### src/rtl/tm1638_frame_ctrl.sv
// tm1638_frame_ctrl: pushes one frame of six 7-segment digits to a TM1638
// board over its write-only STB/CLK/DIO bus. One start pulse sends the mode
// command, the address command plus 16 data bytes, and the display-on command.
module tm1638_frame_ctrl #(
    parameter int         CLK_DIV = 25,    // clki cycles per half-period of tm_clk
    parameter logic [2:0] BRIGHT  = 3'd7   // brightness field of the display-on command
) (
    input  logic       clki,
    input  logic       rs,
    input  logic       start,
    input  logic [3:0] led1,
    input  logic [3:0] led2,
    input  logic [3:0] led3,
    input  logic [3:0] led4,
    input  logic [3:0] led5,
    input  logic [3:0] led6,
    output logic       tm_stb,
    output logic       tm_clk,
    output logic       tm_dio,
    output logic       busy,
    output logic       done
);

    typedef enum logic [2:0] {
        IDLE, GRP_A, GAP_A, GRP_B, GAP_B, GRP_C, GAP_C, FIN
    } state_t;

    localparam int            DW       = $clog2(CLK_DIV + 1);
    localparam logic [DW-1:0] DIV_LAST = DW'(CLK_DIV - 1);

    state_t        state_q, state_d;
    logic [DW-1:0] div_q,   div_d;    // cycles within the current half-period
    logic          half_q,  half_d;   // 0: tm_clk low phase, 1: tm_clk high phase
    logic [2:0]    bit_q,   bit_d;    // bit within the current byte, LSB first
    logic [4:0]    byte_q,  byte_d;   // byte within the current group
    logic [23:0]   dig_q,   dig_d;    // latched digits, led1 in [3:0]

    logic   tick, slot_end, byte_end, in_grp;
    logic [3:0] addr, nib;
    logic [7:0] tx_byte;

    // BCD to {dp,g,f,e,d,c,b,a}; codes 10..15 are blanked
    function automatic logic [7:0] seg7(input logic [3:0] v);
        case (v)
            4'd0:    seg7 = 8'h3F;
            4'd1:    seg7 = 8'h06;
            4'd2:    seg7 = 8'h5B;
            4'd3:    seg7 = 8'h4F;
            4'd4:    seg7 = 8'h66;
            4'd5:    seg7 = 8'h6D;
            4'd6:    seg7 = 8'h7D;
            4'd7:    seg7 = 8'h07;
            4'd8:    seg7 = 8'h7F;
            4'd9:    seg7 = 8'h6F;
            default: seg7 = 8'h00;
        endcase
    endfunction

    assign in_grp   = (state_q == GRP_A) || (state_q == GRP_B) || (state_q == GRP_C);
    assign tick     = (div_q == DIV_LAST);
    assign slot_end = tick && half_q;
    assign byte_end = slot_end && (bit_q == 3'd7);

    // State register: FSM state, bit-timing counters and the digit latch
    always_ff @(posedge clki or negedge rs) begin
        if (!rs) begin
            // NOTE: every flop is cleared here, including the digit latch, so an
            // abandoned frame leaves no stale state behind; sequential blocks use <=.
            state_q <= IDLE;
            div_q   <= '0;
            half_q  <= 1'b0;
            bit_q   <= '0;
            byte_q  <= '0;
            dig_q   <= '0;
        end else begin
            state_q <= state_d;
            div_q   <= div_d;
            half_q  <= half_d;
            bit_q   <= bit_d;
            byte_q  <= byte_d;
            dig_q   <= dig_d;
        end
    end

    // Next state: walk the bit slots of each group and gap, then return to IDLE
    always_comb begin
        // NOTE: hold-value defaults first so no path through this block infers a latch.
        state_d = state_q;
        div_d   = div_q;
        half_d  = half_q;
        bit_d   = bit_q;
        byte_d  = byte_q;
        dig_d   = dig_q;

        // Half-period divider runs in groups and gaps alike (a gap is one slot long)
        if (state_q != IDLE && state_q != FIN) begin
            if (tick) begin
                div_d  = '0;
                half_d = ~half_q;
            end else begin
                div_d  = div_q + DW'(1);
            end
        end
        if (in_grp && slot_end) bit_d  = bit_q + 3'd1;
        if (in_grp && byte_end) byte_d = byte_q + 5'd1;

        case (state_q)
            IDLE:  if (start) begin
                       state_d = GRP_A;
                       dig_d   = {led6, led5, led4, led3, led2, led1};
                   end
            GRP_A: if (byte_end) begin
                       state_d = GAP_A;
                       byte_d  = '0;
                   end
            GAP_A: if (slot_end) state_d = GRP_B;
            GRP_B: if (byte_end && byte_q == 5'd16) begin
                       state_d = GAP_B;
                       byte_d  = '0;
                   end
            GAP_B: if (slot_end) state_d = GRP_C;
            GRP_C: if (byte_end) begin
                       state_d = GAP_C;
                       byte_d  = '0;
                   end
            GAP_C: if (slot_end) state_d = FIN;
            FIN:   state_d = IDLE;
            default: state_d = IDLE;
        endcase
    end

    // Outputs: select the byte on the wire and drive the bus from state and counters
    always_comb begin
        addr = byte_q[3:0] - 4'd1;     // display address of a GRP_B data byte
        case (addr[3:1])
            3'd0:    nib = dig_q[3:0];
            3'd1:    nib = dig_q[7:4];
            3'd2:    nib = dig_q[11:8];
            3'd3:    nib = dig_q[15:12];
            3'd4:    nib = dig_q[19:16];
            3'd5:    nib = dig_q[23:20];
            default: nib = 4'hF;       // addresses 0x0C and 0x0E decode to blank
        endcase

        case (state_q)
            GRP_A:   tx_byte = 8'h40;
            GRP_B:   tx_byte = (byte_q == 5'd0) ? 8'hC0 : (addr[0] ? 8'h00 : seg7(nib));
            GRP_C:   tx_byte = {5'b10001, BRIGHT};
            default: tx_byte = 8'hFF;
        endcase

        tm_stb = ~in_grp;
        tm_clk = in_grp ? half_q : 1'b1;
        tm_dio = in_grp ? tx_byte[bit_q] : 1'b1;
        busy   = (state_q != IDLE);
        done   = (state_q == FIN);
    end

endmodule
### config.mk
export PLATFORM = sky130hd
export DESIGN_NAME = tm1638_frame_ctrl
export DESIGN_NICKNAME = d
export VERILOG_FILES = /design/src/rtl/tm1638_frame_ctrl.sv
export SDC_FILE = /design/constraint.sdc
export NUM_CORES = 1
export LEC_CHECK = 0
export ABC_AREA = 1
export BUFFER_PORTS_ARGS = -buffer_cell sky130_fd_sc_hd__buf_2
export CORE_ASPECT_RATIO = 0.5
export CORE_MARGIN = 1.5
export CORE_UTILIZATION = 52
export CTS_CLUSTER_SIZE = 12
export DETAILED_ROUTE_END_ITERATION = 10
export PLACE_DENSITY = 0.73
export SYNTH_ARGS = -nofsm -noshare
export SYNTH_HDL_FRONTEND = slang
export SYNTH_SLANG_ARGS = --single-unit
### constraint.sdc
create_clock -name clki -period 3.7 [get_ports clki]
set_input_delay 1.11 -clock clki [delete_from_list [all_inputs] [get_ports clki]]
set_output_delay 1.11 -clock clki [all_outputs]
set_load 0.01 [all_outputs]
==> implementation parameters, run 1 <==
Parameter                              Value

Timing
  Worst slew margin relative to its limit    0.4016
  Final critical path time including I/O delays and setup    3.922 ns
  Highest clock rate    0.2550 GHz
  Number of hold violations in the final report    0
  Actual transition at the worst max-transition pin    0.8976 ns
  Final setup slack of the worst path    -0.2217 ns
  Final setup viols    1
  Setup repair after global routing missed its margin    yes
  Max-slew violation total from the final report    0
  Worst clock skew    0.005816 ns
  Share of the clock period used by the worst path    1.060

Worst setup path
  Top fanout value on the critical path    4
  Endpoint arrival time on the critical path    2.81 ns
  Worst endpoint required time    2.59 ns
  Setup crit start kind    flip-flop
  Setup crit end kind    primary output
  Setup CP Type    flip-flop to primary output

Outcome
  Run status    complete, but fails checks
  Failing checks    setup timing

Layout
  Final Instance Count excl. Fillers    423
  Total of fill cells in the finished design    357
  Fraction of layout instances using a drive strength above 1    0.3754
  Number of diodes    0
  Area added between synthesis and finish    25.66%
  NumNets Final    396

Pwr
  Power density relative to cell area    243.6 nW/um^2
  Static leakage power    1.620 nW
  Worst-case vdd ir drop    0.1695 mV

GRT
  Pin count of the biggest net entering global routing    42
  Total grt overflow    0
  GR Util All Layers    0.2453
  Number of global-route vias before repair    2161
  Number of antenna violations at the first check in global routing    0
  Wire length of the first global-routing pass    9860 microns

Min path
  Hold/Removal Path Class    flip-flop to flip-flop

Die
  Number of rows created at floorplan    17
  Die footprint    5250 sq um
  Starting density of the core    0.5536
  Die extent in x    101.0 microns
  Core Region    4509 sq um
  Top Ports    32
  Die Span Y    51.99 microns

Synth
  Synth top area share    0.4110
  Mean area per synthesized cell    8.405 sq um
  Most frequent cell after synthesis    nand2_1
  Gate count after technology mapping    297
  Seq cells post-synth    41
  Dominant cells by area after synthesis    dfrtp_1 41%, mux2_2 10%, nand3_1 7.4%, nand2_1 7.4%, ha_1 6.0%
  Number of nets produced by synthesis    336
  Most frequent cells after synthesis    49 x nand2_1, 41 x dfrtp_1, 37 x nand3_1, 32 x inv_1, 32 x nor2_1
  Sequential fraction of the synthesis area    0.4110
  Proportion of register bits with asynchronous set or reset after synthesis    1.000
  Warnings, synthesis    0
  Cell Area, Synth    2496 sq um
  Main flop type after synthesis    dfrtp_1
  Post-synthesis cell type with the largest combined area    dfrtp_1
  Number of enable flip-flop cells after synthesis    0
  Synth unique cells    28

Flow run
  Number of max-capacitance violations reported    0

Clock tree
  Maximum clock path buffer count    2
  CTS tree    yes
  Cts bufs inserted    5
  CTS hold repair buffers    0
  Clock-pin slew on the worst setup and hold paths    0.07 ns
  CTS root buf    clkbuf_8
  Maximum level of the CTS H-tree    2
  Number of clock sinks    41
  Insertion delay to the later sink of the worst-skew pair    0.29 ns

Detailed routing
  Iteration count of the initial detailed-routing pass    4
  Wire length after detailed routing    6256 microns
  DRC errors left    0
  Antenna Nets Post-Route    0
  Routed WL per cell    14.79 microns
  Number of vias per cell after detailed routing    5.352
  DRC violation total after the first TritonRoute iteration    169
  DR vias    2264

Place
  Count of input and output buffers    31
  DP Wirelength    4228 microns
  Instance count after placement with tap cells included    401
  Worst Setup Slack post-DPL    0.02219 ns
  Final estimated routing congestion in global placement    0.8882
## report_power, final
| group | switching, mW | internal (mW) |
|---|---|---|
| registers | 0 | 0.448 |
| logic | 0.0120 | 0.00968 |
| clock network | 0.147 | 0.148 |
## cells by family (layout without fill, tap and decap cells)
family                   after synthesis  after routing  synth area share
flip-flops                            41             41            0.4110
AND/OR/NAND/NOR                      146            146            0.2802
buffers and inverters                 42            102           0.06617
XOR/XNOR                               5              5           0.01754
multiplexers                          23             23            0.1038
adder cells (fa/ha/maj)               12             12           0.06015
AO/OA/AOI/OAI                         28             28           0.06115
## routing by layer
layer / routed length (microns) / share of wire / global-route usage / up-vias
met5: 0 / 0 / 0 / -
li1: - / - / - / 1097
met4: 76 / 0.012 / 0.06713 / 0
met3: 351 / 0.056 / 0.04839 / 11
met1: 2906 / 0.46 / 0.3257 / 1092
met2: 2921 / 0.47 / 0.4155 / 64
## worst max-delay path: stages (launching register included)
cell     delay, ns
dfrtp_1       0.41
inv_2         0.13
ha_4          0.22
buf_4         0.14
nor2_4        0.18
buf_6         0.13
nand3_1       0.08
nand2_1       0.09
nor2_2        0.05
nand2_2       0.09
buf_4         0.13
ha_1          0.20
nand3_1       0.11
nand2_1       0.09
nand2_1       0.05
a21oi_1       0.12
nand3_1       0.11
nand3_2       0.10
buf_6         0.10
## sequential cells by signal, indices dropped and copies added (netlist names)
signal,cells
dig_q,24
byte_q,5
div_q,5
state_q,3
bit_q,3
half_q,1
## through the flow
stage          utilization  total power [mW]  TNS [ns]  hold slack, ns  cell area [sq um]
2_1_floorplan            -            0.4570         0          0.4416               2496
3_3_place_gp        0.6188            0.4779         0          0.4600               2790
3_5_place_dp        0.6188            0.4793         0          0.4627               2790
4_1_cts             0.6784            0.7718   -0.1424          0.4735               3059
5_1_grt             0.6956            0.7898   -0.3890          0.5103               3137
6_report            0.6956            0.7641   -0.2217          0.4748               3137
## timing repair
item,in CTS,in global routing
pin swaps,13,8
resized for setup,21,16
endpoints found under the setup margin,1,1
setup buffers,12,3
## cells in the final DEF (no fill, tap or decap), drive strengths merged
cell type	instances
nor4	1
o21ai	9
xor2	5
nand2	59
mux2	23
clkbuf	7
nor3	2
o31ai	1
nand3	41
o211ai	1
nand3b	2
and3	1
ha	12
dfrtp	41
inv	39
a21oi	13
a211oi	2
o22ai	2
buf	56
nand4	2
nor2	38
## worst paths after layout
path / cells past startpoint / to / slack (ns) / from
setup / recovery: 18 / tm_dio / -0.22 / byte_q[0]$_DFF_PN0_
hold / removal: 1 / half_q$_DFFE_PN0P_ / 0.47 / half_q$_DFFE_PN0P_
setup reg to reg: 12 / state_q[1]$_DFFE_PN0P_ / 1.56 / div_q[0]$_DFFE_PN0P_
hold reg to reg: 1 / half_q$_DFFE_PN0P_ / 0.47 / half_q$_DFFE_PN0P_
max in group asynchronous: 1 / byte_q[2]$_DFF_PN0_ / 2.15 / rs
min in group asynchronous: 1 / dig_q[21]$_DFFE_PN0P_ / 0.94 / rs
## final cells by class
class	count	area, sq um	area share
Inverter	39	148.9	0.04747
Tap cell	66	82.58	0.02633
Clock buffer	7	86.33	0.02752
Timing Repair Buffer	56	375.4	0.1197
Sequential cell	41	1027	0.3275
Multi-Input combinational cell	214	1416	0.4515
Note: power is estimated with default switching activity, not from simulation.
==> inputs of run 2 (changes only) <==
- BUFFER_PORTS_ARGS: -buffer_cell sky130_fd_sc_hd__buf_2 -> -buffer_cell sky130_fd_sc_hd__clkbuf_2
==> implementation parameters, run 2 (synthesized netlist as in run 1, its figures left out) <==
Parameter                              Value

Die
  Die Span Y    51.99 microns (unchanged)
  Die footprint    5250 sq um (unchanged)
  Number of rows created at floorplan    17 (unchanged)
  Top Ports    32 (unchanged)
  Die extent in x    101.0 microns (unchanged)
  Core Region    4509 sq um (unchanged)
  Starting density of the core    0.5536 (unchanged)

Pwr
  Worst-case vdd ir drop    0.1502 mV (-11%)
  Logic gate share of total power    0.029 (about the same)
  Proportion of power drawn by flip-flops and latches    0.588 (+0.002)
  Clk pwr share    0.383 (-0.003)
  Net Switching    0.1731 mW (+9.1%)
  Internal Pwr Total    0.5883 mW (-2.8%)
  Power density relative to cell area    243.8 nW/um^2 (about the same)
  Switching share of power    0.2273 (+0.01968)
  Static leakage power    1.635 nW (+0.90%)

Timing
  Worst clock skew    0.009766 ns (+0.003950 ns)
  Actual transition at the worst max-transition pin    1.064 ns (+0.1668 ns)
  Setup repair after global routing missed its margin    yes
  Final critical path time including I/O delays and setup    3.898 ns (-0.02392 ns)
  Final setup viols    1 (unchanged)
  Final setup slack of the worst path    -0.1977 ns (+0.02392 ns)
  Share of the clock period used by the worst path    1.053 (-0.006465)
  Number of hold violations in the final report    0 (unchanged)
  Max-slew violation total from the final report    0 (unchanged)
  Worst slew margin relative to its limit    0.2904 (-0.1112)
  Highest clock rate    0.2566 GHz (+0.61%)

Detailed routing
  Iteration count of the initial detailed-routing pass    4 (unchanged)
  DRC violation total after the first TritonRoute iteration    261 (+54%)
  DRC errors left    0 (unchanged)
  Antenna Nets Post-Route    0 (unchanged)
  Wire length after detailed routing    6313 microns (+0.91%)
  Number of vias per cell after detailed routing    5.418 (+1.2%)
  Routed WL per cell    15.00 microns (+1.4%)
  DR vias    2281 (+0.75%)

Layout
  Largest registers    dig_q (24), byte_q (5), div_q (5)
  Final Instance Count excl. Fillers    421 (-0.47%)
  Leading cell type in the layout, fill and taps excluded    nand2_1
  NumNets Final    393 (-0.76%)
  Most used cells in the layout excluding fill and tap cells    45 x nand2_1, 40 x dfrtp_1, 33 x nand3_1
  Fraction of layout instances using a drive strength above 1    0.3718 (-0.003519)
  Total of fill cells in the finished design    355 (-0.56%)
  Register with the most flip-flops    dig_q
  Max FFs per register    24 (unchanged)
  Area added between synthesis and finish    25.11%
  Final design area excluding fillers    3123 sq um (-0.44%)
  Number of diodes    0 (unchanged)

Clock tree
  Clock-pin slew on the worst setup and hold paths    0.08 ns (about the same)
  Maximum clock path buffer count    2 (unchanged)
  Number of clock sinks    41 (unchanged)
  Insertion delay to the later sink of the worst-skew pair    0.30 ns (about the same)
  CTS hold repair buffers    0 (unchanged)
  CTS tree    yes
  CTS root buf    clkbuf_8
  Cts bufs inserted    5 (unchanged)
  Maximum level of the CTS H-tree    2 (unchanged)

Worst setup path
  R2r endpoint    state_q[1]$_DFFE_PN0P_
  Worst endpoint required time    2.59 ns (about the same)
  R2R depth    12 (unchanged)
  Setup crit end kind    primary output
  Top fanout value on the critical path    4 (unchanged)
  Setup crit start kind    flip-flop
  Endpoint arrival time on the critical path    2.79 ns (-0.02 ns)
  Setup slack, reg-to-reg    1.57 ns (about the same)
  Start of the worst register-to-register path    div_q[0]$_DFFE_PN0P_
  Setup CP Type    flip-flop to primary output

Min path
  Startpoint of the most critical hold path    half_q$_DFFE_PN0P_
  Hold/Removal Path Class    flip-flop to flip-flop
  Capture endpoint of the worst hold path    half_q$_DFFE_PN0P_
  Hold Crit Depth    1 (unchanged)

Place
  DP Wirelength    4183 microns (-1.1%)
  Placed Area    2760 sq um (-1.1%)
  Count of input and output buffers    31 (unchanged)
  Final estimated routing congestion in global placement    0.8909 (+0.30%)
  Instance count after placement with tap cells included    397 (-1.0%)

Outcome
  Failing checks    setup timing
  Run status    complete, but fails checks

GRT
  Number of global-route vias before repair    2113 (-2.2%)
  Wire length of the first global-routing pass    9873 microns (+0.13%)
  GR Util All Layers    0.2487 (+0.003380)
  Number of antenna violations at the first check in global routing    0 (unchanged)
  Pin count of the biggest net entering global routing    42 (unchanged)
  Total grt overflow    0 (unchanged)

Flow run
  Number of max-capacitance violations reported    0 (unchanged)
==> run 2: cell types whose count changed in the layout (fill, tap and decap cells not counted), moves of 2 or more <==
cell and delta:
nand2_4 +2, buf_2 -30, clkbuf_2 +30, clkinv_2 +2, nand2_2 -2, buf_6 -4
==> run 2: timing repair <==
item / CTS / global route
pin swaps: 17 / 9
setup endpoints to repair: 1 / 1
gates resized for setup: 31 / 6
gates cloned: 0 / 0
buffers inserted: 12 / 4
==> run 2: area by class of cell <==
type | instances | area [sq um] | area share
multi-input combinational | 214 | 1434 | 0.4591
tap | 66 | 82.58 | 0.02644
clock buffer | 6 | 72.57 | 0.02324
inverter | 39 | 146.4 | 0.04687
clock inverter | 2 | 10.01 | 0.003205
sequential | 41 | 1027 | 0.3289
timing repair buffer | 53 | 350.3 | 0.1122
==> run 2: routing by layer <==
| metal | vias up | part of all wire | GRT usage |
|---|---|---|---|
| met1 | 1079 | 0.46 | 0.3280 |
| met4 | 0 | 0.023 | 0.07639 |
| met5 | - | 0 | 0 |
| met3 | 25 | 0.056 | 0.05511 |
| met2 | 91 | 0.46 | 0.4144 |
| li1 | 1086 | - | - |
==> run 2: power groups by stage <==
stage,combinational [mW],clock (mW),sequential (mW)
2_1_floorplan,0.000274,0,0.457
3_3_place_gp,0.0215,0,0.457
3_5_place_dp,0.0227,0,0.457
4_1_cts,0.0229,0.294,0.448
5_1_grt,0.0256,0.317,0.448
6_report,0.0220,0.292,0.448
==> run 2: critical path, stage by stage, from the launching register on <==
cell and delay, ns:
dfrtp_1 0.39, inv_2 0.13, buf_12 0.12, ha_4 0.20, buf_6 0.13, nor2_4 0.17, nand3_2 0.10, nand4_1 0.16
nor4_2 0.05, buf_4 0.16, ha_4 0.24, o21ai_2 0.10, nand2_1 0.05, nand2_1 0.06, nand2_1 0.06, nand3_2 0.07
nand2_1 0.05, nand2_1 0.07, nand3_2 0.07, buf_6 0.12
==> run 2: worst max path at each step <==
stage | endpoint | cells after the start | from
6_report | tm_dio | 19 | byte_q[0]$_DFF_PN0_
5_1_grt | tm_dio | 19 | byte_q[0]$_DFF_PN0_
4_1_cts | tm_dio | 20 | byte_q[1]$_DFF_PN0_
3_5_place_dp | tm_dio | 20 | byte_q[0]$_DFF_PN0_
3_3_place_gp | tm_dio | 20 | byte_q[0]$_DFF_PN0_
2_1_floorplan | tm_dio | 15 | byte_q[0]$_DFF_PN0_
==> run 2: stage by stage <==
| step | TNS [ns] | worst slack [ns] | utilization | power, mW | hold WS [ns] |
|---|---|---|---|---|---|
| 6_report | -0.1977 | -0.1977 | 0.6926 | 0.7614 | 0.4759 |
| 5_1_grt | -0.3529 | -0.3529 | 0.6926 | 0.7897 | 0.5096 |
| 4_1_cts | -0.1340 | -0.1340 | 0.6773 | 0.7643 | 0.4846 |
| 3_5_place_dp | -0.01307 | -0.01307 | 0.6121 | 0.4793 | 0.4704 |
| 3_3_place_gp | 0 | 0.07857 | 0.6121 | 0.4781 | 0.4586 |
| 2_1_floorplan | 0 | 0.03152 | - | 0.4570 | 0.4416 |
==> inputs of run 3 (changes only) <==
- SETUP_SLACK_MARGIN: default -> 0.05
==> implementation parameters, run 3 (synthesized netlist as in run 1, its figures left out) <==
Parameter                              Value

Timing
  Setup repair after global routing missed its margin    yes
  Max-slew violation total from the final report    0 (unchanged)
  Worst slew margin relative to its limit    0.3031 (+0.01271)
  Final setup slack of the worst path    -0.1535 ns (+0.04422 ns)
  Final setup viols    1 (unchanged)
  Final critical path time including I/O delays and setup    3.854 ns (-0.04422 ns)
  Worst clock skew    0.004175 ns (-0.005590 ns)
  Highest clock rate    0.2595 GHz (+1.1%)
  Number of hold violations in the final report    0 (unchanged)
  Actual transition at the worst max-transition pin    1.045 ns (-0.01907 ns)
  Share of the clock period used by the worst path    1.041 (-0.01195)

Detailed routing
  DRC errors left    0 (unchanged)
  Antenna Nets Post-Route    0 (unchanged)
  Iteration count of the initial detailed-routing pass    4 (unchanged)
  Number of vias per cell after detailed routing    5.265 (-2.8%)
  Routed WL per cell    13.87 microns (-7.5%)
  DRC violation total after the first TritonRoute iteration    118 (-55%)
  Wire length after detailed routing    5659 microns (-10%)
  DR vias    2148 (-5.8%)

GRT
  Routing usage on met3    0.05645 (+0.001344)
  Wire length of the first global-routing pass    9597 microns (-2.8%)
  Pin count of the biggest net entering global routing    42 (unchanged)
  Number of global-route vias before repair    2089 (-1.1%)
  Top Usage Layer GRT    met2
  Met2 routing resource usage after global routing    0.3806 (-0.03378)
  Global-route track usage on met1    0.3316 (+0.003649)
  GR Util All Layers    0.2386 (-0.01007)
  Total grt overflow    0 (unchanged)
  Number of antenna violations at the first check in global routing    0 (unchanged)

Die
  Die footprint    5250 sq um (unchanged)
  Core Region    4509 sq um (unchanged)
  Starting density of the core    0.5536 (unchanged)
  Number of rows created at floorplan    17 (unchanged)
  Die extent in x    101.0 microns (unchanged)
  Die Span Y    51.99 microns (unchanged)
  Top Ports    32 (unchanged)

Pwr
  Logic gate share of total power    0.029 (about the same)
  Static leakage power    1.544 nW (-5.5%)
  Net Switching    0.1627 mW (-6.0%)
  Proportion of power drawn by flip-flops and latches    0.583 (-0.005)
  Clk pwr share    0.389 (+0.006)
  Power density relative to cell area    257.4 nW/um^2 (+5.6%)
  Post-route total power    0.7684 mW (+0.91%)
  Worst-case vdd ir drop    0.1724 mV (+15%)
  Switching share of power    0.2118 (-0.01552)
  Internal Pwr Total    0.6056 mW (+2.9%)

Clock tree
  Cts bufs inserted    5 (unchanged)
  CTS tree    yes
  Insertion delay to the later sink of the worst-skew pair    0.29 ns (about the same)
  Clock-pin slew on the worst setup and hold paths    0.08 ns (about the same)
  CTS hold repair buffers    0 (unchanged)
  Maximum level of the CTS H-tree    2 (unchanged)
  Maximum clock path buffer count    2 (unchanged)
  CTS root buf    clkbuf_8
  Number of clock sinks    41 (unchanged)

Worst setup path
  Most prevalent standard cell on the critical path    nand3_1
  Worst-path cell with the longest stage delay    dfrtp_1
  Endpoint arrival time on the critical path    2.74 ns (-0.05 ns)
  Setup CP Type    flip-flop to primary output
  Setup crit end kind    primary output
  Critical Path Max Stage Delay    0.39 ns (about the same)
  Worst endpoint required time    2.59 ns (about the same)
  Worst-path cell chain    buf_4, nor2_4, nand2_4, nand2_4, nand2_8, nand3_1, nand4_1, nor4_4, buf_4, ha_1, nand3_1, nand2_1, nand2_1, a21oi_1, nand3_1, nand3_2, buf_2
  Setup crit start kind    flip-flop
  Top fanout value on the critical path    16 (+12)

Outcome
  Failing checks    setup timing
  Run status    complete, but fails checks

Place
  Final estimated routing congestion in global placement    0.8606 (-3.4%)
  Count of input and output buffers    31 (unchanged)
  Placed Area    2774 sq um (+0.50%)
  DP Wirelength    4182 microns (about the same)

Layout
  Fraction of layout instances using a drive strength above 1    0.3275 (-0.04435)
  Number of diodes    0 (unchanged)
  Share of the core filled with cells    0.6620 (-0.03052)
  Leading cell type in the layout, fill and taps excluded    nand2_1
  Total of fill cells in the finished design    398 (+12%)
  Final design area excluding fillers    2985 sq um (-4.4%)
  NumNets Final    381 (-3.1%)
  Most used cells in the layout excluding fill and tap cells    47 x nand2_1, 40 x dfrtp_1, 37 x nand3_1
  Area added between synthesis and finish    19.60%
  Largest registers    dig_q (24), byte_q (5), div_q (5)
  Max FFs per register    24 (unchanged)
  Register with the most flip-flops    dig_q

Min path
  Hold/Removal Path Class    flip-flop to flip-flop

Flow run
  Number of max-capacitance violations reported    0 (unchanged)
[run 3: cell types whose count changed in the layout (fill, tap and decap cells not counted), moves of 2 or more]
cell | before | now
buf_4 | 18 | 9
buf_6 | 4 | 1
clkinv_2 | 2 | 0
nand2_1 | 45 | 47
nand2_2 | 8 | 6
nand3_1 | 33 | 37
nand3_2 | 8 | 4
[run 3: layout make-up]
type / count / area, sq um / area share
multi-input cells: 214 / 1409 / 0.4719
clock buffers: 7 / 86.33 / 0.02892
repair buffers: 41 / 234.0 / 0.07837
flip-flops and latches: 41 / 1027 / 0.3441
inverters: 39 / 146.4 / 0.04904
well taps: 66 / 82.58 / 0.02766
[run 3: worst paths after layout]
kind,startpoint,to,slack [ns],cells after the start
max,byte_q[1]$_DFF_PN0_,tm_dio,-0.15,17
max reg2reg,div_q[0]$_DFFE_PN0P_,state_q[1]$_DFFE_PN0P_,1.60,12
min in group asynchronous,rs,dig_q[5]$_DFFE_PN0P_,1.00,1
max in group asynchronous,rs,byte_q[2]$_DFF_PN0_,2.00,1
min reg2reg,half_q$_DFFE_PN0P_,half_q$_DFFE_PN0P_,0.48,1
min,half_q$_DFFE_PN0P_,half_q$_DFFE_PN0P_,0.48,1
[run 3: routing by layer]
| metal | share of wire | up-vias |
|---|---|---|
| met1 | 0.50 | 1015 |
| met5 | 0 | - |
| met4 | 0.011 | 0 |
| li1 | - | 1068 |
| met3 | 0.048 | 8 |
| met2 | 0.44 | 57 |
[run 3: worst max-delay path, delay by kind of cell (launching register included)]
kind                       cells  cell delay [ns]
DFF                            1             0.39
buffers and inverters          3             0.46
and+or+nand+nor               12             1.28
AOI/OAI and AO/OA              1             0.13
adders and majority gates      1             0.18
[run 3: per-stage QoR]
stage                     std cells  TNS [ns]  hold WS, ns  worst slack [ns]
after global placement          398         0       0.4564            0.1146
final                           408   -0.1535       0.4767           -0.1535
after floorplan                 297         0       0.4416            0.1643
after global routing            408   -0.3670       0.5159           -0.3670
after detailed placement        398         0       0.4566          0.006981
after CTS                       408   -0.1098       0.4709           -0.1098
[run 3: power groups by stage]
stage | sequential, mW | clock, mW | combinational (mW)
4_1_cts | 0.448 | 0.303 | 0.0231
2_1_floorplan | 0.457 | 0 | 0.000274
5_1_grt | 0.448 | 0.320 | 0.0255
3_3_place_gp | 0.457 | 0 | 0.0221
6_report | 0.448 | 0.299 | 0.0222
3_5_place_dp | 0.457 | 0 | 0.0230
[run 3: what timing repair did]
| item | CTS | global route |
|---|---|---|
| gates cloned | 0 | 0 |
| resized for setup | 23 | 3 |
| endpoints found under the hold margin | 0 | 0 |
| setup endpoints to repair | 1 | 1 |
| setup buffers | 3 | 0 |
| pin swaps | 8 | 0 |
